--- src/rtl/add_h_border_if.sv ---
// Tagged multi-flux FIFO port bundles for add_h_border.
//
// add_h_border_rd_if : read side of Lanes first-word-fall-through FIFOs.
//   dout  [Lanes*Width] head word per lane (lane i at bits [i*Width +: Width])
//   empty [Lanes]       per-lane empty flag
//   read  [Lanes]       per-lane pop strobe, driven by the consumer
// add_h_border_wr_if : write side of one output FIFO.
//   din   [Width]       word to push
//   write               push strobe
//   full                FIFO full flag
// The master modport is the side that issues read/write strobes.

interface add_h_border_rd_if #(
  parameter int unsigned Lanes = 2,
  parameter int unsigned Width = 8
);
  logic [Lanes*Width-1:0] dout;
  logic [Lanes-1:0]       empty;
  logic [Lanes-1:0]       read;

  modport master (input dout, input empty, output read);
  modport slave (output dout, output empty, input read);
endinterface

interface add_h_border_wr_if #(
  parameter int unsigned Width = 19
);
  logic [Width-1:0] din;
  logic             write;
  logic             full;

  modport master (output din, output write, input full);
  modport slave (input din, input write, output full);
endinterface

--- src/rtl/add_h_border.sv ---
// add_h_border: multi-flux horizontal border generator.
//
// For each flux it pops a block size N, then streams an NxN block of inner
// samples row by row, emitting BORDER left-pad samples, the N inner samples and
// BORDER right-pad samples per row. Output words are {flux tag, sample}.
// Pads replicate the row's first/last sample, or are zero when the build macro
// ADD_H_BORDER_ZERO_PAD_EN is defined.
//
// Ports:
//   clk            clock
//   rst            synchronous active-high reset
//   read_port_size FLUX-lane size FIFOs (low SIZE_WIDTH bits of each word = N)
//   read_port_A    FLUX-lane sample FIFOs, first-word-fall-through
//   write_port     tagged output FIFO
//
// One action per cycle: the lowest-index eligible flux is served. All strobes
// and din are combinational from registered state and the FIFO flags.

module add_h_border #(
  parameter int unsigned FLUX       = 2,
  parameter int unsigned DATA_WIDTH = 18,
  parameter int unsigned SIZE_WIDTH = 7,
  parameter int unsigned BORDER     = 4,
  parameter int unsigned TAG_WIDTH  = $clog2(FLUX)
) (
  input  logic             clk,
  input  logic             rst,
  add_h_border_rd_if.master read_port_size,
  add_h_border_rd_if.master read_port_A,
  add_h_border_wr_if.master write_port
);

  localparam logic [1:0] ST_IDLE  = 2'd0;
  localparam logic [1:0] ST_LEFT  = 2'd1;
  localparam logic [1:0] ST_MID   = 2'd2;
  localparam logic [1:0] ST_RIGHT = 2'd3;

  localparam int SW = int'(TAG_WIDTH + SIZE_WIDTH);
  localparam int AW = int'(TAG_WIDTH + DATA_WIDTH);

  localparam logic [SIZE_WIDTH-1:0] BorderM1 = SIZE_WIDTH'(BORDER - 1);

  // Per-flux state
  logic [1:0]            state_q [FLUX];
  logic [1:0]            state_d [FLUX];
  logic [SIZE_WIDTH-1:0] cnt_h_q [FLUX];
  logic [SIZE_WIDTH-1:0] cnt_h_d [FLUX];
  logic [SIZE_WIDTH-1:0] cnt_v_q [FLUX];
  logic [SIZE_WIDTH-1:0] cnt_v_d [FLUX];
  logic [SIZE_WIDTH-1:0] size_q  [FLUX];
  logic [SIZE_WIDTH-1:0] size_d  [FLUX];
`ifndef ADD_H_BORDER_ZERO_PAD_EN
  logic [DATA_WIDTH-1:0] hold_q  [FLUX];
  logic [DATA_WIDTH-1:0] hold_d  [FLUX];
`endif

  logic [FLUX-1:0]       eligible;
  logic                  found;
  logic [TAG_WIDTH-1:0]  sel;
  logic [SIZE_WIDTH-1:0] size_n;
  logic [DATA_WIDTH-1:0] a_head;
  logic [DATA_WIDTH-1:0] left_val;
  logic [DATA_WIDTH-1:0] right_val;
  logic [FLUX-1:0]       size_rd;
  logic [FLUX-1:0]       a_rd;
  logic                  wr;
  logic [AW-1:0]         din;

  // Tag fields of the input words carry no information for this stage.
  logic unused_tags;
  assign unused_tags = ^{read_port_size.dout, read_port_A.dout};

  always_comb begin
    // Eligibility per flux
    eligible = '0;
    for (int f = 0; f < int'(FLUX); f++) begin
      case (state_q[f])
        ST_IDLE: eligible[f] = !read_port_size.empty[f];
`ifdef ADD_H_BORDER_ZERO_PAD_EN
        ST_LEFT: eligible[f] = !write_port.full;
`else
        ST_LEFT: eligible[f] = !read_port_A.empty[f] && !write_port.full;
`endif
        ST_MID:  eligible[f] = !read_port_A.empty[f] && !write_port.full;
        default: eligible[f] = !write_port.full;
      endcase
    end

    // Fixed priority: scanning downwards leaves the lowest eligible index in sel.
    found = 1'b0;
    sel   = '0;
    for (int f = int'(FLUX) - 1; f >= 0; f--) begin
      if (eligible[f]) begin
        found = 1'b1;
        sel   = TAG_WIDTH'(f);
      end
    end

    size_n = read_port_size.dout[int'(sel) * SW +: SIZE_WIDTH];
    a_head = read_port_A.dout[int'(sel) * AW +: DATA_WIDTH];

`ifdef ADD_H_BORDER_ZERO_PAD_EN
    left_val  = '0;
    right_val = '0;
`else
    left_val  = a_head;
    right_val = hold_q[sel];
    hold_d    = hold_q;
`endif

    state_d = state_q;
    cnt_h_d = cnt_h_q;
    cnt_v_d = cnt_v_q;
    size_d  = size_q;
    size_rd = '0;
    a_rd    = '0;
    wr      = 1'b0;
    din     = '0;

    if (found && !rst) begin
      unique case (state_q[sel])
        ST_IDLE: begin
          size_rd[sel] = 1'b1;
          size_d[sel]  = size_n;
          cnt_h_d[sel] = '0;
          cnt_v_d[sel] = '0;
          // N == 0 is an empty block: consume the size and stay idle.
          state_d[sel] = (size_n == '0) ? ST_IDLE : ST_LEFT;
        end
        ST_LEFT: begin
          // Replicate the row's first sample without consuming it.
          wr  = 1'b1;
          din = {sel, left_val};
          if (cnt_h_q[sel] == BorderM1) begin
            cnt_h_d[sel] = '0;
            state_d[sel] = ST_MID;
          end else begin
            cnt_h_d[sel] = cnt_h_q[sel] + SIZE_WIDTH'(1);
          end
        end
        ST_MID: begin
          a_rd[sel] = 1'b1;
          wr        = 1'b1;
          din       = {sel, a_head};
`ifndef ADD_H_BORDER_ZERO_PAD_EN
          hold_d[sel] = a_head;
`endif
          if (cnt_h_q[sel] == size_q[sel] - SIZE_WIDTH'(1)) begin
            cnt_h_d[sel] = '0;
            state_d[sel] = ST_RIGHT;
          end else begin
            cnt_h_d[sel] = cnt_h_q[sel] + SIZE_WIDTH'(1);
          end
        end
        ST_RIGHT: begin
          // Right pad comes from hold, so an empty A FIFO cannot stall it.
          wr  = 1'b1;
          din = {sel, right_val};
          if (cnt_h_q[sel] == BorderM1) begin
            cnt_h_d[sel] = '0;
            if (cnt_v_q[sel] == size_q[sel] - SIZE_WIDTH'(1)) begin
              cnt_v_d[sel] = '0;
              state_d[sel] = ST_IDLE;
            end else begin
              cnt_v_d[sel] = cnt_v_q[sel] + SIZE_WIDTH'(1);
              state_d[sel] = ST_LEFT;
            end
          end else begin
            cnt_h_d[sel] = cnt_h_q[sel] + SIZE_WIDTH'(1);
          end
        end
      endcase
    end
  end

  assign read_port_size.read = size_rd;
  assign read_port_A.read    = a_rd;
  assign write_port.write    = wr;
  assign write_port.din      = din;

  always_ff @(posedge clk) begin
    if (rst) begin
      for (int f = 0; f < int'(FLUX); f++) begin
        state_q[f] <= ST_IDLE;
        cnt_h_q[f] <= '0;
        cnt_v_q[f] <= '0;
        size_q[f]  <= '0;
`ifndef ADD_H_BORDER_ZERO_PAD_EN
        hold_q[f]  <= '0;
`endif
      end
    end else begin
      state_q <= state_d;
      cnt_h_q <= cnt_h_d;
      cnt_v_q <= cnt_v_d;
      size_q  <= size_d;
`ifndef ADD_H_BORDER_ZERO_PAD_EN
      hold_q  <= hold_d;
`endif
    end
  end

endmodule

--- src/flat_wrapper.sv ---
// flat-port wrapper written by rule: the top's interface ports become plain ports
module add_h_border_flat 
#(
  parameter int unsigned FLUX       = 2,
  parameter int unsigned DATA_WIDTH = 18,
  parameter int unsigned SIZE_WIDTH = 7,
  parameter int unsigned BORDER     = 4,
  parameter int unsigned TAG_WIDTH  = $clog2(FLUX)
)
  (clk, rst, read_port_size_dout, read_port_size_empty, read_port_size_read, read_port_A_dout, read_port_A_empty, read_port_A_read, write_port_din, write_port_write, write_port_full);
  add_h_border_rd_if #(.Lanes(FLUX), .Width((1) + (7))) read_port_size_i ();
  add_h_border_rd_if #(.Lanes(FLUX), .Width((1) + (18))) read_port_A_i ();
  add_h_border_wr_if #(.Width((1) + (18))) write_port_i ();
  input  logic clk;
  input  logic rst;
  input wire logic [$bits(read_port_size_i.dout)-1:0] read_port_size_dout;
  input wire logic [$bits(read_port_size_i.empty)-1:0] read_port_size_empty;
  output wire logic [$bits(read_port_size_i.read)-1:0] read_port_size_read;
  input wire logic [$bits(read_port_A_i.dout)-1:0] read_port_A_dout;
  input wire logic [$bits(read_port_A_i.empty)-1:0] read_port_A_empty;
  output wire logic [$bits(read_port_A_i.read)-1:0] read_port_A_read;
  output wire logic [$bits(write_port_i.din)-1:0] write_port_din;
  output wire logic [$bits(write_port_i.write)-1:0] write_port_write;
  input wire logic [$bits(write_port_i.full)-1:0] write_port_full;
  assign read_port_size_i.dout = read_port_size_dout;
  assign read_port_size_i.empty = read_port_size_empty;
  assign read_port_size_read = read_port_size_i.read;
  assign read_port_A_i.dout = read_port_A_dout;
  assign read_port_A_i.empty = read_port_A_empty;
  assign read_port_A_read = read_port_A_i.read;
  assign write_port_din = write_port_i.din;
  assign write_port_write = write_port_i.write;
  assign write_port_i.full = write_port_full;
  add_h_border #(.FLUX(FLUX), .DATA_WIDTH(DATA_WIDTH), .SIZE_WIDTH(SIZE_WIDTH), .BORDER(BORDER), .TAG_WIDTH(TAG_WIDTH)) u_core (.clk(clk), .rst(rst), .read_port_size(read_port_size_i), .read_port_A(read_port_A_i), .write_port(write_port_i));
endmodule
--- config.mk ---
export PLATFORM = sky130hd
export DESIGN_NAME = add_h_border_flat
export DESIGN_NICKNAME = d
export VERILOG_FILES = /design/src/rtl/add_h_border_if.sv /design/src/rtl/add_h_border.sv /design/src/flat_wrapper.sv
export SDC_FILE = /design/constraint.sdc
export NUM_CORES = 1
export LEC_CHECK = 0
export CORE_ASPECT_RATIO = 0.7
export CORE_MARGIN = 5
export CORE_UTILIZATION = 51
export CTS_BUF_LIST = sky130_fd_sc_hd__clkbuf_4
export CTS_CLUSTER_SIZE = 25
export DETAILED_ROUTE_END_ITERATION = 6
export PLACE_DENSITY_LB_ADDON = 0.12
export REMOVE_ABC_BUFFERS = 1
export SKIP_LAST_GASP = 1
export SYNTH_ARGS = -nofsm -noshare
export SYNTH_HDL_FRONTEND = slang
export SYNTH_SLANG_ARGS = --single-unit
--- constraint.sdc ---
create_clock -name clk -period 4.9 [get_ports clk]
set_input_delay 0.735 -clock clk [delete_from_list [all_inputs] [get_ports clk]]
set_output_delay 0.735 -clock clk [all_outputs]
set_load 0.02 [all_outputs]
# After elaboration in Yosys (flattened, before gate mapping)
# Cells that the tools add are included.
[word_totals]
register_bits = 82
latch_bits = 0
ramBits = 0
mem_bits_ro = 0
inputBits = 61
elab_cells = 124
n_memories = 0
[op_classes]
n_addsub = 3
n_mul = 1
n_div = 0
n_lt_le_gt_ge = 4
eq_ne = 13
shift = 2
n_mux = 53
bitwise = 13
reduce_logical = 25
[op_table]
columns = ["op", "count"]
rows = [
  ["18-bit 2-to-1 mux", 4],
  ["7-bit 2-to-1 mux", 10],
  ["14-bit 2-to-1 mux", 4],
  ["14-bit bitwise mux", 3],
  ["14-bit case mux with 3 select lines", 1],
  ["19-bit case mux with 2 select lines", 1],
  ["38-bit by 32-bit indexed part select with 18-bit output", 1],
  ["36-bit bitwise mux", 1],
  ["14-bit bitwise AND", 2],
  ["14-bit case mux with 2 select lines", 1],
  ["19-bit 2-to-1 mux", 1],
  ["18-bit demux with 1-bit select", 1],
  ["2-bit 2-to-1 mux", 8],
  ["4-bit 2-to-1 mux", 4],
  ["4-bit case mux with 4 select lines", 1],
  ["16-bit by 5-bit indexed part select with 7-bit output", 1],
  ["7-bit by 1-bit adder with 7-bit output, second input constant", 2],
  ["7-bit equality test", 2],
  ["14-bit inverter", 1],
  ["2-bit equality test, second input constant", 4],
  ["2-bit OR reduction", 4],
  ["7-bit demux with 1-bit select", 1],
  ["7-bit by 2-bit equality test with 1-bit output, second input constant", 1],
  ["7-bit logical NOT", 1],
  ["28 further kinds", 54],
]

# Longest topological paths before layout
[depth]
word_depth = 15
depth_mapped = 22
mapped_depth_nobuf = 16

# Worst setup path before layout
# Ideal clock, no wire load.
[synth_path]
path_type = "reg-to-output"
from = "register u_core.state_q[0] (netlist name)"
to = "output write_port_din[10]"
t_arrival_ps = 4165
required_time_ps = 4165
setup_slack_ps = 0
stages_incl_launch_ff = 19
path_cell_list = "dfxtp_1 > clkbuf_1 > inv_1 > ha_1 > nor2b_1 > o21ba_2 > o211ai_2 > buf_2 > buf_2 > buf_1 > nand2_1 > o21ai_0 > inv_1 > ha_1 > a21oi_1 > and2_1 > clkbuf_1 > clkbuf_1 > o21a_1"
[synth_via]
elab_chain_len = 13
[synth_rtl]
columns = ["item", "line_no", "rtl"]
rows = [
  ["start: declaration", "add_h_border.sv:44", "logic [1:0] state_q [FLUX];"],
  ["start signal: assignment", "add_h_border.sv:193", "state_q <= state_d;"],
  ["parallel branches: the longest is 12 deep, another holds 1-bit by 5-bit multiplier with 6-bit output", "-", ""],
  ["19-bit 2-to-1 mux (*)", "add_h_border.sv:120", "if (found && !rst) begin"],
  ["end: declaration", "flat_wrapper.sv:22", "output wire logic [$bits(write_port_i.din)-1:0] write_port_din;"],
]
# Every way passes the cells marked *. The select of a mux whose other input is x is not followed.

# Worst setup path after layout
# Same ends and word-level chain as after synthesis.

==> metrics.txt <==
syn_area_per_cell approximately 7 µm²; Reg clk slew, reported paths ~0.14 ns; clk root buf clkbuf_4; YS warnings 0; initial antenna violation count 0; worst r2r src u_core.state_q[0]; part of the cycle the worst path needs 0.955; flop-to-flop setup slack about 0.45 ns; R2R depth 17; TritonCTS clock tree built; DR WL/cell 17.2 µm; number of global-route vias before repair ~5600; antenna-violating nets left 0; largest net degree at the start of global routing 75; first-pass GRT wire length roughly 28 mm; Mapped Cells 778; critical path class flip-flop to output port; Fin. Hold Viols 0; DRC viols 0; max_cap viols 0; n_diodes 0; Cell Pwr Density 241 nW/µm²; Post-synth top flop dfxtp_1; H-tree Lvls 3; hold path cells 2; total track usage 0.257; cell taking the most area after synthesis dfxtp_1; most frequent cells in the layout nand2_1, a21oi_1, dfxtp_1, clkdlybuf4s50_1, nor2_1; routability cong. approximately 0.93; # rows 32; Rel. slew slack 0.325; core footprint roughly 11000 µm²; hold endpoint u_core.hold_q[20]; critical path peak fanout 18; Final Setup Violations 0; Req. time, crit path 4.16 ns; layout cell share with drive strength beyond 1 0.0769; crit path capture type output port; CTS Sinks between 80 and 90; Pleak about 2.4 nW; grt total ovfl 0; hold path start u_core.hold_q[20]; drt total wl roughly 17 mm; R2R Path End u_core.cnt_h_q[8]; fraction of registers with async set/reset 0; Cell Area, Synth 5610 µm²; final clock skew 0.0132 ns; Max rail drop VDD about 150 µV; commonest non-fill, non-tap cell in the layout nand2_1; fin crit period between 4 and 5 ns; Chip Width about 140 µm; unrepaired setup endpoints after global routing no; num ports 85; Worst Tran Pin Value about 1.0 ns; outcome finished, final reports clean; DR vias/cell 5.88; Finished Layout Cells 998; Final Net Count 913; Synth top area share 0.292; Post-synth EDFFs 0; type of the tightest min-delay check flip-flop to flip-flop; I/O Buffers 80; critical path startpoint category flip-flop; crit path DAT 3.94 ns; CTS Buf Count 9; #FFs+latches synth a little over 80; Area contributors post-synth dfxtp_1, nand2_1, a21oi_1; initial core utilization 0.515; fmax about 0.21 GHz; Clock Latency Late Sink 0.44 ns; sequential-to-total area share from yosys stat 0.292; Slew Limit Fails 0; Netlist cell types 71; Die Ht approximately 98 µm; Bufs on Longest Clock Path 2; via count just under 6000; Hold Buf Count CTS 0; Cells after DPL 980; 1st-iter DRT viols ~530; Detail Placement HPWL 12.4 mm; setup_tns 0 ns; Area Growth Syn to Fin 19.8%; count of TritonRoute iterations in the first routing pass 5; Die ar. between 10000 and 15000 µm²
-- flip-flops by register name, summed over array words and instances (netlist names) --
name and flops:
u_core.size_q 14, u_core.cnt_v_q 14, u_core.cnt_h_q 14, u_core.hold_q 36
u_core.state_q 4
-- cell families after synthesis --
family	count (synthesis)	share of synthesized area
simple gates	346	0.280
buf+inv	70	0.0535
mux	19	0.0339
xor+xnor	42	0.0805
compound gates	207	0.233
flops	82	0.292
fa+ha+maj	12	0.0267
-- how the worst max path moves through the flow --
stage	from	endpoint	slack (ns)	cells after the start
global route	u_core.state_q[0]	write_port_din[10]	0.02	14
floorplan	u_core.state_q[0]	write_port_din[18]	-1.22	11
finish	u_core.state_q[0]	write_port_din[10]	0.22	14
CTS	u_core.state_q[0]	write_port_din[10]	0.04	14
global placement	read_port_size_empty[1]	write_port_din[16]	0.21	12
detailed placement	read_port_size_empty[1]	write_port_din[9]	0.18	12
-- layer usage --
metal | wire length [µm] | GRT usage | up-vias
li1 | - | - | 2823
met1 | 7790 | 0.374 | 2768
met2 | 7720 | 0.385 | 257
met3 | 1480 | 0.0597 | 22
met4 | 206 | 0.0627 | 0
met5 | 0 | 0 | -
-- cells in the mapped netlist, types with 12 or more instances --
| cell | number |
|---|---|
| nand2_1 | 209 |
| nand3_1 | 19 |
| mux2i_1 | 19 |
| dfxtp_1 | 82 |
| ha_1 | 12 |
| buf_2 | 14 |
| xnor2_1 | 23 |
| nor2_1 | 41 |
| inv_1 | 13 |
| o21a_1 | 21 |
| clkbuf_1 | 35 |
| xor2_1 | 13 |
| a21oi_1 | 101 |
| o21ai_0 | 24 |
| nor3_1 | 12 |
-- critical path, cell delays in order, from the launching register on --
cell and delay [ns]:
dfxtp_4 0.46, inv_1 0.11, ha_1 0.30, nor2b_1 0.15, o21ba_2 0.23, o211ai_4 0.21, nand2_1 0.08, o21ai_1 0.20
inv_1 0.15, ha_1 0.22, a21oi_1 0.20, and2_1 0.25, buf_12 0.18, o21a_1 0.14, clkdlybuf4s50_1 0.63
-- final cells by class --
class | instances | area (µm²)
clock buffer | 11 | 82.6
clock inverter | 5 | 38.8
fill | 1004 | 4170
inverter | 14 | 56.3
multi-input combinational | 626 | 3690
sequential | 82 | 1650
tap | 153 | 191
timing repair buffer | 107 | 1010
-- per-stage QoR --
stage	hold slack, ns	setup WS (ns)	utilization	power [mW]	instance area [µm²]
after floorplan	0.425	-1.22	-	1.05	5370
final	0.466	0.222	0.617	1.62	6720
after detailed placement	0.447	0.179	0.602	1.25	6560
after global routing	0.479	0.0189	0.617	1.71	6720
after CTS	0.465	0.0412	0.614	1.62	6680
after global placement	0.439	0.210	0.602	1.23	6560
-- where the power goes --
part | switching, mW | total (mW) | internal (mW)
sequential | 0.0343 | 0.719 | 0.685
combinational | 0.301 | 0.531 | 0.230
clock | 0.252 | 0.372 | 0.120
total | 0.587 | 1.62 | 1.03
-- timing repair --
item / in CTS / in global routing
resized for setup: 1 / 7
buffers inserted: 0 / 2
pin swaps: 0 / 1
setup endpoints to repair: 19 / 20
Note: power is estimated with default switching activity, not from simulation.
